===== src/rtl/rvvi_depacketizer.sv =====
// Receive side of the RVVI link: checks the header of each 32-bit AXI-stream frame word, reassembles
// frame count and payload into one record, and hands complete records to a valid/ready output slot.
//
// state   | meaning
// --------+-----------------------------------------------------------
// HDR     | words 0-3, DstMac/EthType compared, mismatch accumulated
// FCNT    | frame-count words
// PAYLOAD | payload words
// HOLD    | record complete, waiting for the output slot (tready = 0)
// DROP    | discarding words of a rejected frame until tlast
module rvvi_depacketizer #(
    parameter int RVVI_WIDTH        = 784,
    parameter int FRAME_COUNT_WIDTH = 64,
    parameter int DROP_COUNT_WIDTH  = 16
) (
    input  logic                         clk,
    input  logic                         reset,
    input  logic [31:0]                  RxAxiTdata,
    input  logic [3:0]                   RxAxiTkeep,
    input  logic                         RxAxiTvalid,
    input  logic                         RxAxiTlast,
    output logic                         RxAxiTready,
    input  logic [47:0]                  DstMac,
    input  logic [15:0]                  EthType,
    output logic [RVVI_WIDTH-1:0]        Rvvi,
    output logic [FRAME_COUNT_WIDTH-1:0] RvviFrameCount,
    output logic                         RvviValid,
    input  logic                         RvviReady,
    output logic                         SeqError,
    output logic                         FrameDropped,
    output logic [DROP_COUNT_WIDTH-1:0]  DropCount
);
    localparam int PW = (RVVI_WIDTH + 31) / 32;
    localparam int FW = FRAME_COUNT_WIDTH / 32;
    localparam int TW = 4 + FW + PW;
    localparam int CW = $clog2(TW);
    localparam logic [CW-1:0] LAST = CW'(TW - 1);

    typedef enum logic [2:0] {HDR, FCNT, PAYLOAD, HOLD, DROP} state_t;

    state_t                       state, state_next;
    logic [CW-1:0]                word_cnt, cnt_next;
    logic                         mism, mism_next;
    logic [FRAME_COUNT_WIDTH-1:0] asm_fcnt, fcnt_next, exp_count;
    logic [PW*32-1:0]             asm_pay, pay_next;
    logic                         tready_q, accept, word_mis, slot_free, drop, load;
    logic                         keep_unused;

    // Frame length comes from the word count, so tkeep carries no information here.
    assign keep_unused = ^RxAxiTkeep;
    assign RxAxiTready = tready_q;
    assign accept      = RxAxiTvalid & tready_q;
    assign slot_free   = ~RvviValid | RvviReady;

    always_comb begin
        word_mis = 1'b0;
        if (state == HDR) begin
            case (word_cnt)
                CW'(0):  word_mis = RxAxiTdata != {DstMac[23:16], DstMac[31:24], DstMac[39:32], DstMac[47:40]};
                CW'(1):  word_mis = RxAxiTdata[15:0] != {DstMac[7:0], DstMac[15:8]};
                CW'(3):  word_mis = RxAxiTdata[15:0] != {EthType[7:0], EthType[15:8]};
                default: word_mis = 1'b0;
            endcase
        end
    end

    // Assembly registers; the completing word is merged combinationally so it can load without a bubble.
    always_comb begin
        fcnt_next = asm_fcnt;
        pay_next  = asm_pay;
        for (int i = 0; i < FW; i++)
            if (accept && state == FCNT && word_cnt == CW'(4 + i))
                fcnt_next[i*32 +: 32] = RxAxiTdata;
        for (int i = 0; i < PW; i++)
            if (accept && state == PAYLOAD && word_cnt == CW'(4 + FW + i))
                pay_next[i*32 +: 32] = RxAxiTdata;
    end

    always_comb begin
        state_next = state;
        cnt_next   = word_cnt;
        mism_next  = mism;
        drop       = 1'b0;
        load       = 1'b0;
        case (state)
            HDR, FCNT, PAYLOAD: begin
                if (accept) begin
                    cnt_next = word_cnt + CW'(1);
                    if (state == HDR)
                        mism_next = mism | word_mis;
                    if (RxAxiTlast && word_cnt != LAST) begin
                        drop       = 1'b1;
                        state_next = HDR;
                        cnt_next   = '0;
                        mism_next  = 1'b0;
                    end else if (state == HDR && word_cnt == CW'(3) && (mism | word_mis)) begin
                        drop       = 1'b1;
                        state_next = DROP;
                        cnt_next   = '0;
                        mism_next  = 1'b0;
                    end else if (word_cnt == LAST) begin
                        cnt_next  = '0;
                        mism_next = 1'b0;
                        if (!RxAxiTlast) begin
                            drop       = 1'b1;
                            state_next = DROP;
                        end else if (slot_free) begin
                            load       = 1'b1;
                            state_next = HDR;
                        end else begin
                            state_next = HOLD;
                        end
                    end else if (state == HDR && word_cnt == CW'(3)) begin
                        state_next = FCNT;
                    end else if (state == FCNT && word_cnt == CW'(3 + FW)) begin
                        state_next = PAYLOAD;
                    end
                end
            end
            HOLD: begin
                if (RvviReady) begin
                    load       = 1'b1;
                    state_next = HDR;
                end
            end
            DROP: begin
                if (accept && RxAxiTlast)
                    state_next = HDR;
            end
            default: state_next = HDR;
        endcase
    end

    always_ff @(posedge clk or posedge reset) begin
        if (reset) begin
            state          <= HDR;
            word_cnt       <= '0;
            mism           <= 1'b0;
            asm_fcnt       <= '0;
            asm_pay        <= '0;
            exp_count      <= '0;
            tready_q       <= 1'b0;
            Rvvi           <= '0;
            RvviFrameCount <= '0;
            RvviValid      <= 1'b0;
            SeqError       <= 1'b0;
            FrameDropped   <= 1'b0;
            DropCount      <= '0;
        end else begin
            state        <= state_next;
            word_cnt     <= cnt_next;
            mism         <= mism_next;
            asm_fcnt     <= fcnt_next;
            asm_pay      <= pay_next;
            tready_q     <= state_next != HOLD;
            FrameDropped <= drop;
            SeqError     <= 1'b0;
            if (drop && DropCount != '1)
                DropCount <= DropCount + DROP_COUNT_WIDTH'(1);
            if (load) begin
                Rvvi           <= pay_next[RVVI_WIDTH-1:0];
                RvviFrameCount <= asm_fcnt;
                RvviValid      <= 1'b1;
                SeqError       <= asm_fcnt != exp_count;
                exp_count      <= asm_fcnt + FRAME_COUNT_WIDTH'(1);
            end else if (RvviReady) begin
                RvviValid <= 1'b0;
            end
        end
    end
endmodule

===== config.mk =====
export PLATFORM = sky130hd
export DESIGN_NAME = rvvi_depacketizer
export DESIGN_NICKNAME = d
export VERILOG_FILES = /design/src/rtl/rvvi_depacketizer.sv
export SDC_FILE = /design/constraint.sdc
export NUM_CORES = 2
export LEC_CHECK = 0
export ABC_AREA = 1
export CORE_MARGIN = 2
export CORE_UTILIZATION = 39
export CTS_BUF_LIST = sky130_fd_sc_hd__clkbuf_2
export DETAILED_ROUTE_END_ITERATION = 6
export PLACE_DENSITY = 0.65
export SLEW_MARGIN = 20
export SYNTH_ARGS = -nofsm -noshare
export SYNTH_HDL_FRONTEND = slang
export SYNTH_SLANG_ARGS = --single-unit

===== constraint.sdc =====
create_clock -name clk -period 80.4 [get_ports clk]
set_clock_uncertainty 0.1 [all_clocks]
set_input_delay 20.1 -clock clk [delete_from_list [all_inputs] [get_ports clk]]
set_output_delay 20.1 -clock clk [all_outputs]
set_load 0.01 [all_outputs]

# == Yosys cells after proc, flatten, opt, wreduce, memory -nomap -nowiden ==
# Index checks and enable logic that the tools add are counted.
# totals
elab_cells,165
input_bits,105
latch_bits,0
reg_bits,1789
out_inout_bits,868
mem_bits_ro,0
ramBits,0
mem_count,0
# op_classes
order_cmp,0
n_reduce_logical,42
n_eq_ne,40
n_addsub,3
muxes,62
bitwise,4
n_shift,0
div_mod_pow,0
multipliers,0
# ops
operator,count
$mux W32,24
$eq A5 B5 Y1 const B,15
$add A64 B1 Y64 const B,1
$ne A64 B64 Y1,1
$eq A5 B4 Y1 const B,8
$logic_and A1 B1 Y1,35
$ne A16 B16 Y1,2
$ne A32 B32 Y1,1
$mux W3,9
$mux W1,21
$eq A5 B3 Y1 const B,4
$add A16 B1 Y16 const B,1
$mux W16,1
$ne A16 B16 Y1 const B,1
$mux W5,3
$pmux W3 S3,1
$eq A3 B2 Y1 const B,2
$add A5 B1 Y5 const B,1
$eq A5 B1 Y1 const B,1
$eq A5 B2 Y1 const B,1
$logic_not A5 Y1,1
$ne A5 B5 Y1 const B,1
$reduce_bool A4 Y1,1
$eq A3 B1 Y1 const B,1
other kinds (13),14

# == Longest topological paths before layout ==
# depth
ltp_word,10
mapped_depth,22
depth_no_buf,21

# == Least setup slack after synthesis ==
# No wires, ideal clock.
# synth_timing
path_type,input to register
startpoint,input port RxAxiTvalid
endpoint,register Rvvi[138]
n_path_buf,3
required_time_ns,80.183
setup_time_ns,0.117
path_slack_ns,58.520
arrival_time_ns,21.663
path_stages,10
path_cell_list,nand2_1 -> nor2_1 -> nand4_1 -> nand2_2 -> inv_2 -> clkbuf_1 -> clkbuf_1 -> clkbuf_1 -> nand2_1 -> nand2_1
# synth_via
elab_chain_cells,4
elab_cells_between_ends,6
classes_between,3 x mux; 1 x bitwise; 2 x reduce/logical
# synth_lines
item,line_no,rtl
"start, declared",20,"input logic RxAxiTvalid,"
$and A1 B1 Y1 *,52,assign accept = RxAxiTvalid & tready_q;
branches (longest 3 deep; another with $pmux W1 S2),--,
"end signal, assigned",161,Rvvi <= pay_next[RVVI_WIDTH-1:0];
"end, declared",25,"output logic [RVVI_WIDTH-1:0] Rvvi,"
# Every way passes the cells marked *.
# A chain may end at the register's enable or synchronous reset.

==> results.yml <==
floorplan:
  die_x_um: 425
  dieArea_um2: 181000
  die_y_um: 425
  initial_core_util_pct: 39.3
  fp-row-count: 154
  core_area_um2: 176000
  io_pins: 973
synthesis:
  synth_fp_nets: 7705
  synth-xor-area-share_pct: 1.72
  synth-adder-area-share_pct: 0.127
  yosysMostFrequentCell: "nand2_1"
  synthMuxAreaShare_pct: 0
  synth_top_family_by_area: "simple AND/OR/NAND/NOR gates"
  syn_inst: 7593
  ys_seq_area_share_pct: 64.8
  async_flop_share_pct: 100
  ys.flop_type: "dfrtp_1"
  ys_ff_latch: 1789
  netlist_top_cells_area: "dfrtp_1, nand2_1, o21ai_0, clkbuf_1, xnor2_1"
  synth_warnings: 0
  synth_common_cells: "nand2_1, dfrtp_1, o21ai_0"
  yosysTopAreaCell: "dfrtp_1"
  synth_top_area_share_pct: 64.8
  synth_cell_type_count: 42
  synth_compound_area_share_pct: 7.08
  avgSynthCellArea_um2: 9.10
  synth.cell_area_um2: 69100
  synth-edff-count: 0
  yosys.area_share.simple_pct: 22.7
sta:
  setup_viol: 0
  finalHoldViolations: 0
  fin_setup_tns_ps: 0
  max_freq_mhz: 41.9
  period_minus_slack_ps: 23860
  rsz0062_at_grt: "false"
  fin_crit_sh_pct: 29.7
  relSlewSlack_pct: 16.0
  worst_pin_slew_ps: 1260
  slew_viol_final: 0
routing:
  drtAntennaViolNets: 0
  via_per_inst: 5.05
  dr.pass1.iters: 5
  drtIter0Drc: 5424
  vias: 57100
  drt_wl_total_um: 255000
  drcViolationCount: 0
  post_drt_wl_per_cell_um: 22.5
clocking:
  cts-root-buf: "clkbuf_2"
  clk_latency_ps: 1880
  cts_sinks: 1789
  h-tree-depth: 5
  postCtsResizedCells: 0
  clockBufferDepth: 4
  clk_pin_slew_worst_paths_ps: 120
  cts_made_buffers: 456
  holdBufCountCts: 0
  cts_setup_buffers: 0
  cts_tree: "built"
setup_path:
  crit_type: "in -> async"
  crit_end: "asm_pay[413]"
  r2r_setup_slack_ps: 74720
  reg2reg_to: "Rvvi[255]"
  r2r-start: "word_cnt[0]"
  critPathLaunchType: "input pin"
  arrival_ps: 25630
  r2r_cells: 11
  end_kind: "asynchronous set/reset pin"
  cp-startpoint: "reset"
  critPathMaxFanout: 171
  required_ps: 82170
finish:
  design_area_um2: 84900
  area_growth_pct: 22.7
  drive_gt1_share_pct: 9.41
  fill_cells: 17000
  num-nets-final: 8759
  fin_cells: 11300
global_routing:
  gr-usage-all-layers_pct: 27.9
  grt_use_met2_pct: 44.0
  grt_overflow: 0
  busiest_layer: "met2"
  grt_pass1_vias: 55200
  gr-usage-met3_pct: 6.40
  grt_first_pass_wirelength_um: 369000
  grt_start_max_net_pins: 229
  grtUsageMet1_pct: 34.9
  grt_antenna_before_repair: 28
power:
  intPower_uw: 1230
  pwr-share-seq_pct: 54.2
  comb_power_share_pct: 12.0
  power_density_nw_per_um2: 21.1
  cellLeakagePower_uw: 0.0427
  ir_drop_uv: 14.0
  p_switching_uw: 563
  clockPowerShare_pct: 33.8
  switching_share_pct: 31.5
job:
  maxCapViolCount: 0
placement:
  dp_hpwl_um: 158000
  dp_cells: 10500
  dpl_cell_area_um2: 80900
  portBuffers: 968
  gp_congestion: 0.927
min_path:
  hp-class: "reg -> reg"
outcome:
  outcome: "complete, no violations"
==> layer usage <==
layer	vias up	wire, um
met5	-	15
met4	2	15800
met3	512	20300
met2	2503	120000
met1	27900	99200
li1	26200	-
==> metrics by stage <==
stage	power [uW]	hold WS, ps	setup slack, ps	utilization [%]
after detailed placement	1200	357	54430	45.9
final	1790	268	56540	48.2
after global placement	1200	356	54480	45.9
after global routing	1880	325	55940	48.2
after floorplan	1100	353	9690	-
after CTS	1810	250	56560	48.1
==> cell usage in the layout, fill, tap and decap left out, drive strengths merged, types with 6 or more instances in the layout <==
cell,n
xor2,51
nor3,32
inv,185
nand3,75
buf,95
xnor2,85
clkinv,108
o2111ai,8
o21ai,943
clkdlybuf4s50,968
dfrtp,1789
a31oi,6
diode,25
nand4,72
clkbuf,646
nor4,27
bufinv,6
ha,7
nor2,124
nand2,3709
==> how the worst min path moves through the flow <==
stage | slack [ps] | cells past startpoint | endpoint | startpoint
finish | 270 | 4 | Rvvi[443] | asm_pay[443]
global route | 330 | 4 | Rvvi[443] | asm_pay[443]
CTS | 250 | 4 | Rvvi[443] | asm_pay[443]
detailed placement | 360 | 2 | RvviFrameCount[58] | RvviFrameCount[58]
global placement | 360 | 2 | RvviFrameCount[37] | RvviFrameCount[37]
floorplan | 350 | 2 | exp_count[15] | exp_count[15]
==> critical path: stages <==
cell and delay [ps]:
clkdlybuf4s50_1 490, inv_8 560, buf_12 700, buf_12 600, buf_4 840, buf_4 870, buf_4 900
==> power groups by stage <==
| stage | Sequential, uW | Combinational (uW) | Clock, uW |
|---|---|---|---|
| 6_report | 970 | 215 | 604 |
| 5_1_grt | 973 | 233 | 670 |
| 4_1_cts | 969 | 216 | 621 |
| 3_5_place_dp | 986 | 215 | 0 |
| 3_3_place_gp | 985 | 213 | 0 |
| 2_1_floorplan | 974 | 124 | 0 |
==> cell type report <==
class,instances,area (um^2),area share (%)
Antenna cell,25,62.6,0.0737
Clock buffer,646,3230,3.81
Clock inverter,120,629,0.742
Inverter,181,694,0.818
Multi-Input combinational cell,5156,22000,25.9
Sequential cell,1789,44800,52.8
Tap cell,2340,2930,3.45
Timing Repair Buffer,1063,10500,12.4
==> registers in the layout (all words and copies together), names as in the netlist <==
signal,count
mism,1
asm_pay,784
exp_count,64
word_cnt,5
RvviFrameCount,64
Rvvi,784
RxAxiTready,1
asm_fcnt,64
DropCount,16
RvviValid,1
state,3
SeqError,1
FrameDropped,1
==> kinds of logic after synthesis <==
| logic type | after synthesis |
|---|---|
| compound gates | 965 |
| fa+ha+maj | 7 |
| flops | 1789 |
| xor+xnor | 136 |
| simple gates | 4048 |
| buf+inv | 648 |
Power figures use the tool's default switching activity.
